===== config.mk =====
export PLATFORM = sky130hd
export DESIGN_NAME = booth_mul_seq
export DESIGN_NICKNAME = d
export VERILOG_FILES = /design/src/rtl/booth_mul_seq.sv
export SDC_FILE = /design/constraint.sdc
export NUM_CORES = 1
export LEC_CHECK = 0
export CAP_MARGIN = 20
export CELL_PAD_IN_SITES_DETAIL_PLACEMENT = 0
export CELL_PAD_IN_SITES_GLOBAL_PLACEMENT = 1
export CORE_MARGIN = 1.5
export CORE_UTILIZATION = 41
export DETAILED_ROUTE_END_ITERATION = 8
export GPL_TIMING_DRIVEN = 0
export PLACE_DENSITY_LB_ADDON = 0.1
export SYNTH_ARGS = -nofsm -noshare
export SYNTH_HDL_FRONTEND = slang
export SYNTH_SLANG_ARGS = --single-unit

===== constraint.sdc =====
create_clock -name clock -period 5.6 [get_ports clock]
set_input_delay 1.12 -clock clock [delete_from_list [all_inputs] [get_ports clock]]
set_output_delay 1.12 -clock clock [all_outputs]
set_load 0.03 [all_outputs]

===== src/rtl/booth_mul_seq.sv =====
// booth_mul_seq: sequential signed radix-4 Booth multiplier, one multiplier bit-pair per clock
module booth_mul_seq #(
   parameter int WIDTH = 32
) (
   input  logic               clock,
   input  logic               reset,
   input  logic               start,
   input  logic [WIDTH-1:0]   A,
   input  logic [WIDTH-1:0]   B,
   output logic               busy,
   output logic               done,
   output logic [2*WIDTH-1:0] Mulresult
);
   localparam int ITER = WIDTH / 2;
   localparam int CW = $clog2(ITER + 1);
   typedef enum logic [1:0] {IDLE, RUN, DONE} state_t;
   state_t state, state_nxt;
   logic signed [WIDTH+1:0] mcand, acc, addend, acc_sum;
   logic [WIDTH:0] mult;
   logic [CW-1:0] cnt;
   logic [2:0] t;
   logic last, accept;
   logic signed [2*WIDTH+2:0] shifted;
   always_comb begin
      t = mult[2:0];
      addend = (t == 3'b001 || t == 3'b010) ? mcand :
               (t == 3'b011) ? (mcand <<< 1) :
               (t == 3'b100) ? -(mcand <<< 1) :
               (t == 3'b101 || t == 3'b110) ? -mcand : '0;
      acc_sum = acc + addend;
      shifted = $signed({acc_sum, mult}) >>> 2;
      last = cnt == CW'(ITER - 1);
      accept = start && state != RUN;
      state_nxt = state == RUN ? (last ? DONE : RUN) : (start ? RUN : IDLE);
      busy = state == RUN;
      done = state == DONE;
   end
   always_ff @(posedge clock) begin
      if (reset) state <= IDLE;
      else state <= state_nxt;
   end
   always_ff @(posedge clock) begin
      if (reset) begin
         mcand <= '0;
         acc <= '0;
         mult <= '0;
         cnt <= '0;
         Mulresult <= '0;
      end else if (accept) begin
         mcand <= {{2{A[WIDTH-1]}}, A};
         mult <= {B, 1'b0};
         acc <= '0;
         cnt <= '0;
      end else if (state == RUN) begin
         acc <= shifted[2*WIDTH+2:WIDTH+1];
         mult <= shifted[WIDTH:0];
         cnt <= cnt + CW'(1);
         if (last) Mulresult <= shifted[2*WIDTH:1];
      end
   end
endmodule


== Yosys cells after proc, flatten, opt, wreduce, memory -nomap -nowiden ==
Index checks and enable logic that the tools add are counted.
Storage, ports and cells
  logic and storage cells: 37
  input port bits: 67
  output and inout bits: 66
  register bits after elaboration: 168
Cells by class
  bitwise gates (word level): 1
  reductions and logical operators: 6
  eq/ne operators: 10
  $add $sub $neg: 4
  mux-type cells: 9
Operator list (number)
  34-bit 2-to-1 mux: 4
  34-bit negation: 2
  33-bit 2-to-1 mux: 2
  32-bit by 34-bit adder with 34-bit output: 1
  3-bit equality test, second input constant: 3
  3-bit by 2-bit equality test with 1-bit output, second input constant: 2
  5-bit by 1-bit adder with 5-bit output, second input constant: 1
  5-bit by 4-bit equality test with 1-bit output, second input constant: 1
  2-bit 2-to-1 mux: 2
  3-bit by 1-bit equality test with 1-bit output, second input constant: 1
  3-bit AND reduction: 1
  2-bit by 1-bit equality test with 1-bit output, second input constant: 1
  2-bit equality test, second input constant: 1
  1-bit logical OR: 2
  2-bit by 1-bit != test with 1-bit output, second input constant: 1
  2-bit nonzero test: 1
  2-bit OR reduction: 1
  1-bit logical AND: 1
  1-bit 2-to-1 mux: 1
  1-bit NOT: 1

== Longest topological paths before layout ==
Gate-level depths: netlist (run 1).
  depth in word-level cells: 9
  mapped depth: 21
  gate-level depth less buffers: 20

== Worst setup path after synthesis (run 1) ==
OpenSTA, ideal clock, no wires.
  path kind: register to register
  from: register mcand[0]
  to: register acc[24]
  arrival time: 4.749 ns
  library setup time: 0.122 ns
  clock period less this slack: 4.871 ns
  required time: 5.478 ns
  cell stages (with the launch flop): 21
  setup slack: 0.729 ns
  buffers on the path: 2
  path through: dfxtp_1 -> inv_1 -> ha_1 -> or4b_4 -> buf_6 -> or2_2 -> or4_1 -> xnor2_1 -> maj3_1 -> a21oi_1 -> ha_1 -> clkbuf_1 -> a21oi_1 -> a21oi_1 -> a211o_1 -> a221o_1 -> o21a_1 -> nor2_1 -> o21ai_0 -> nor4b_1 -> a311o_1
Between the ends
  cells in the longest elaborated chain, start to end: 6
  elaborated cells between the ends (all ways): 7
  those cells by class: add/sub (3); mux (4)
Ends and longest elaborated chain
  from (decl): RTL line 18  | logic signed [WIDTH+1:0] mcand, acc, addend, acc_sum;
  from (signal assigned): RTL line 50  | mcand <= {{2{A[WIDTH-1]}}, A};
  34-bit negation: RTL line 29  | (t == 3'b101 || t == 3'b110) ? -mcand : '0;
  34-bit 2-to-1 mux: RTL line 29
  34-bit 2-to-1 mux: RTL line 28  | (t == 3'b100) ? -(mcand <<< 1) :
  34-bit 2-to-1 mux: RTL line 27  | (t == 3'b011) ? (mcand <<< 1) :
  34-bit 2-to-1 mux *: RTL line 26  | addend = (t == 3'b001 || t == 3'b010) ? mcand :
  32-bit by 34-bit adder with 34-bit output *: RTL line 30  | acc_sum = acc + addend;
  to (signal assigned): RTL line 55  | acc <= shifted[2*WIDTH+2:WIDTH+1];
  to (decl): RTL line 18
Mark *: on every way between the ends. The rest lies on a longest branch, timed or not.
A chain may end at the register's enable or synchronous reset.

== Worst setup path after layout (run 1) ==
  from: register mcand[0]
  to: register Mulresult[63]
Between the ends
  cells in the longest elaborated chain, start to end: 6
  elaborated cells between the ends (all ways): 7
  those cells by class: add/sub (3); mux (4)
Ends and longest elaborated chain
  34-bit negation: RTL line 29
  34-bit 2-to-1 mux: RTL line 29
  34-bit 2-to-1 mux: RTL line 28
  34-bit 2-to-1 mux: RTL line 27
  34-bit 2-to-1 mux *: RTL line 26
  32-bit by 34-bit adder with 34-bit output *: RTL line 30
  to (signal assigned): RTL line 58  | if (last) Mulresult <= shifted[2*WIDTH:1];
  to (decl): RTL line 12  | output logic [2*WIDTH-1:0] Mulresult
Marks and branches as above.

==> impl_results.md, run 1 <==
- Status: completed
- # DRC: 0
- Synth warn: 0
- Fin worst setup slack: around 0.23 ns
- Final period utilization: 95.9%
- Mapped Cells: 1230
- Die height: 158 um
- Syn Std Cell Area: about 0.01 mm^2
- Logic pwr share: around a quarter
- PortBufs: 130
- Crit path launch: mcand[0]$_SDFFE_PP0P_
- Met1 usage in global routing: 37.3%
- FF+latch count, synth: ~170
- Number of global-route vias before repair: 8902
- Type of the worst setup path: flop to flop
- Final Cell Area: 0.0122 mm^2
- Switch share: 34.5%
- Crit Path Max Fanout: 7
- Clock root cell: clkbuf_16
- Placed wire-length estimate: 24200 um
- Grt met2 use: around 42%
- Final #Nets: around 1500
- Crit path launch type: flop
- Period minus WS final: about 5.4 ns
- Post-synth cell types: 72
- Die X: 158 um
- Leakage power: 4.75 nW
- TritonCTS Sinks: around 170
- Final Total Pwr: between 3 and 4 mW
- Worst Max-Slew Pin Slew: 0.845 ns
- PD cells: between 200 and 300 mW/mm^2
- Place WS: -0.307 ns
- Initial antenna violation count: 0
- Number of synthesized flops with an enable pin: 0
- RSZ-0062 raised after global routing: false
- Worst hold path class: flop to flop
- Core Area: approximately 0.023 mm^2
- Post-DP Area: about 0.011 mm^2
- Worst Hold Launch: Mulresult[51]$_SDFFE_PP0P_
- Net Count, Synth: about 1300
- Fin. max-slew vios: 0
- Row count: 56
- Grt ovf: 0
- Worst path required time: between 5 and 6 ns
- Routed Wire Length: approximately 33000 um
- Post-synth top cells: nand2_1 (190), dfxtp_1 (168), a21oi_1 (139)
- Die area: 0.0248 mm^2
- Area contributors post-synth: dfxtp_1 (34%), nand2_1 (7.3%), a21oi_1 (7.1%)
- Crit path capture: Mulresult[63]$_SDFFE_PP0P_
- Final Core Density: 52.0%
- Post-synth ARST share: 0%
- Initial Util: 41.7%
- Critical Path AT: around 5.7 ns
- Iter 0 DRT Violations: 714
- Final hold violations: 0
- Dominant synthesized flop cell: dfxtp_1
- Via density: around 5.7
- P_sw: around 1.1 mW
- Peak supply drop: around 0.16 mV
- Vias: 9729
- Worst skew pair latency: around 0.45 ns
- Gr busiest metal: met2
- WL/cell: ~19 um
- Internal power: about 2.1 mW
- Layout overhead on the synthesized area: 24.6%
- R2R Setup Slk: 0.23 ns
- Number of routed nets with antenna violations: 0
- Fill count: 2358
- Cells after DPL: roughly 1700
- Most common cell in the netlist: nand2_1
- Setup crit end kind: flop
- Clock share of power: between 30% and 40%
- Maximum Capacitance Violations: 0
- Largest net degree at the start of global routing: 19
- First-pass GRT wire length: around 51000 um
- Setup Viol. Count Final: 0
- Max Freq: ~0.19 GHz
- Worst r2r src: mcand[0]$_SDFFE_PP0P_
- # hold bufs at CTS: 0
- Clock buffer depth: 2
- CTS clk-pin slew, worst paths: approximately 0.080 ns
- Worst r2r path cells: 19
- GRT Util Overall: between 20% and 30%
- Flop pwr share: between 30% and 40%
- Relative max-transition margin: 43.7%
- Num ports: roughly 130
- Final Non-Filler Cells: 1717
- Area fraction of the dominant cell type after synthesis: between 30 and 40%
- TritonCTS Buffers: 17
- Total Neg Setup Slack: 0 ns
- Worst r2r dst: Mulresult[63]$_SDFFE_PP0P_
- DRT Pass-1 Iters: 5
- CTS tree: built
- Minimum hold slack: approximately 0.46 ns
- Seq/Total Area, Yosys: between 30% and 40%
- Clk_skew: ~0.017 ns
- H-tree Lvls: 4
- Synthesized area per cell: roughly 8 um^2
- Antenna diodes: 0
- Share of cells above drive strength 1: under 10%
- GR Util met3: under 10%
- GP Congestion: 1.01
- Cell taking the most area after synthesis: dfxtp_1
[power by group through the flow]
stage | clock network (mW) | registers (mW) | logic, mW
floorplan | 0 | 1.29 | 0.513
global placement | 0 | 1.31 | 0.740
detailed placement | 0 | 1.31 | 0.744
CTS | 1.21 | 1.28 | 0.750
global route | 1.27 | 1.29 | 0.848
finish | 1.20 | 1.28 | 0.775
[cell usage in the layout (no fill, tap or decap), types with 26 or more instances in the layout]
master,instances
a22o_1,53
ha_1,35
nor2_1,103
clkbuf_1,72
o21ai_0,60
xnor2_1,33
clkdlybuf4s50_1,130
a211oi_1,44
nand2_1,190
xor2_1,26
a21oi_1,137
dfxtp_1,168
mux2i_1,53
[per-layer routing]
layer,wire length [um],up-vias
li1,-,4763
met1,15600,4593
met2,14600,330
met3,1750,43
met4,633,0
met5,0,-
[cells by family (layout without fill, tap and decap cells)]
group                    count (synthesis)  after routing  synth area share [%]
multiplexers                            57             57                  5.88
AO/OA/AOI/OAI                          391            391                  26.2
buffers and inverters                  110            278                  4.56
flip-flops                             168            168                  34.4
AND/OR/NAND/NOR                        404            404                  18.5
XOR/XNOR                                60             60                  5.37
adder cells (fa/ha/maj)                 40             40                  5.11
[area by class of cell]
type	count	area, um^2	area share (%)
multi-input cells	952	6050	49.6
flip-flops and latches	168	3360	27.6
repair buffers	139	1370	11.2
clock buffers	17	425	3.49
well taps	319	399	3.27
plain buffers	92	382	3.13
clock inverters	14	150	1.23
inverters	16	60.1	0.492
[worst max-delay path: stages, from the launching register on]
cell,delay (ns)
dfxtp_1,0.39
inv_1,0.16
ha_1,0.25
or4b_4,0.48
buf_6,0.15
or2_2,0.32
or4_1,0.56
xnor2_2,0.18
maj3_1,0.41
a21oi_4,0.22
ha_4,0.25
a21oi_2,0.18
o21ai_0,0.15
a22o_1,0.21
nor2_1,0.27
a311oi_2,0.17
buf_4,0.19
a221oi_2,0.36
a21oi_1,0.17
o31ai_2,0.22
[what timing repair did]
item | 4_1_cts | 5_1_grt
gates resized for setup | 6 | 11
endpoints found under the setup margin | 13 | 19
setup buffers | 2 | 7
pin swaps | 1 | 3
[how the worst min path moves through the flow]
stage | endpoint | cells past startpoint
after floorplan | acc[20]$_SDFFE_PP0P_ | 2
after global placement | Mulresult[46]$_SDFFE_PP0P_ | 2
after detailed placement | Mulresult[51]$_SDFFE_PP0P_ | 2
after CTS | Mulresult[51]$_SDFFE_PP0P_ | 2
after global routing | acc[0]$_SDFFE_PP0P_ | 2
final | Mulresult[51]$_SDFFE_PP0P_ | 2
[state kept, by name, summed over array words and instances, names as in the netlist]
signal	cells
Mulresult	64
mcand	32
mult	33
cnt	5
state	2
acc	32
Note: power is estimated with default switching activity, not from simulation.
==> inputs of run 2 (changes only) <==
--- a/config.mk
+++ b/config.mk
@@ -13,6 +13,7 @@
 export DETAILED_ROUTE_END_ITERATION = 8
 export GPL_TIMING_DRIVEN = 0
 export PLACE_DENSITY_LB_ADDON = 0.1
+export SLEW_MARGIN = 20
 export SYNTH_ARGS = -nofsm -noshare
 export SYNTH_HDL_FRONTEND = slang
 export SYNTH_SLANG_ARGS = --single-unit
==> constraint.sdc (replaced) <==
create_clock -name clock -period 5.6 [get_ports clock]
set_input_delay 1.68 -clock clock [delete_from_list [all_inputs] [get_ports clock]]
set_output_delay 1.68 -clock clock [all_outputs]
set_load 0.03 [all_outputs]
==> results of run 2 <==
No change in the layout: final DEF, timing and power equal those of run 1.
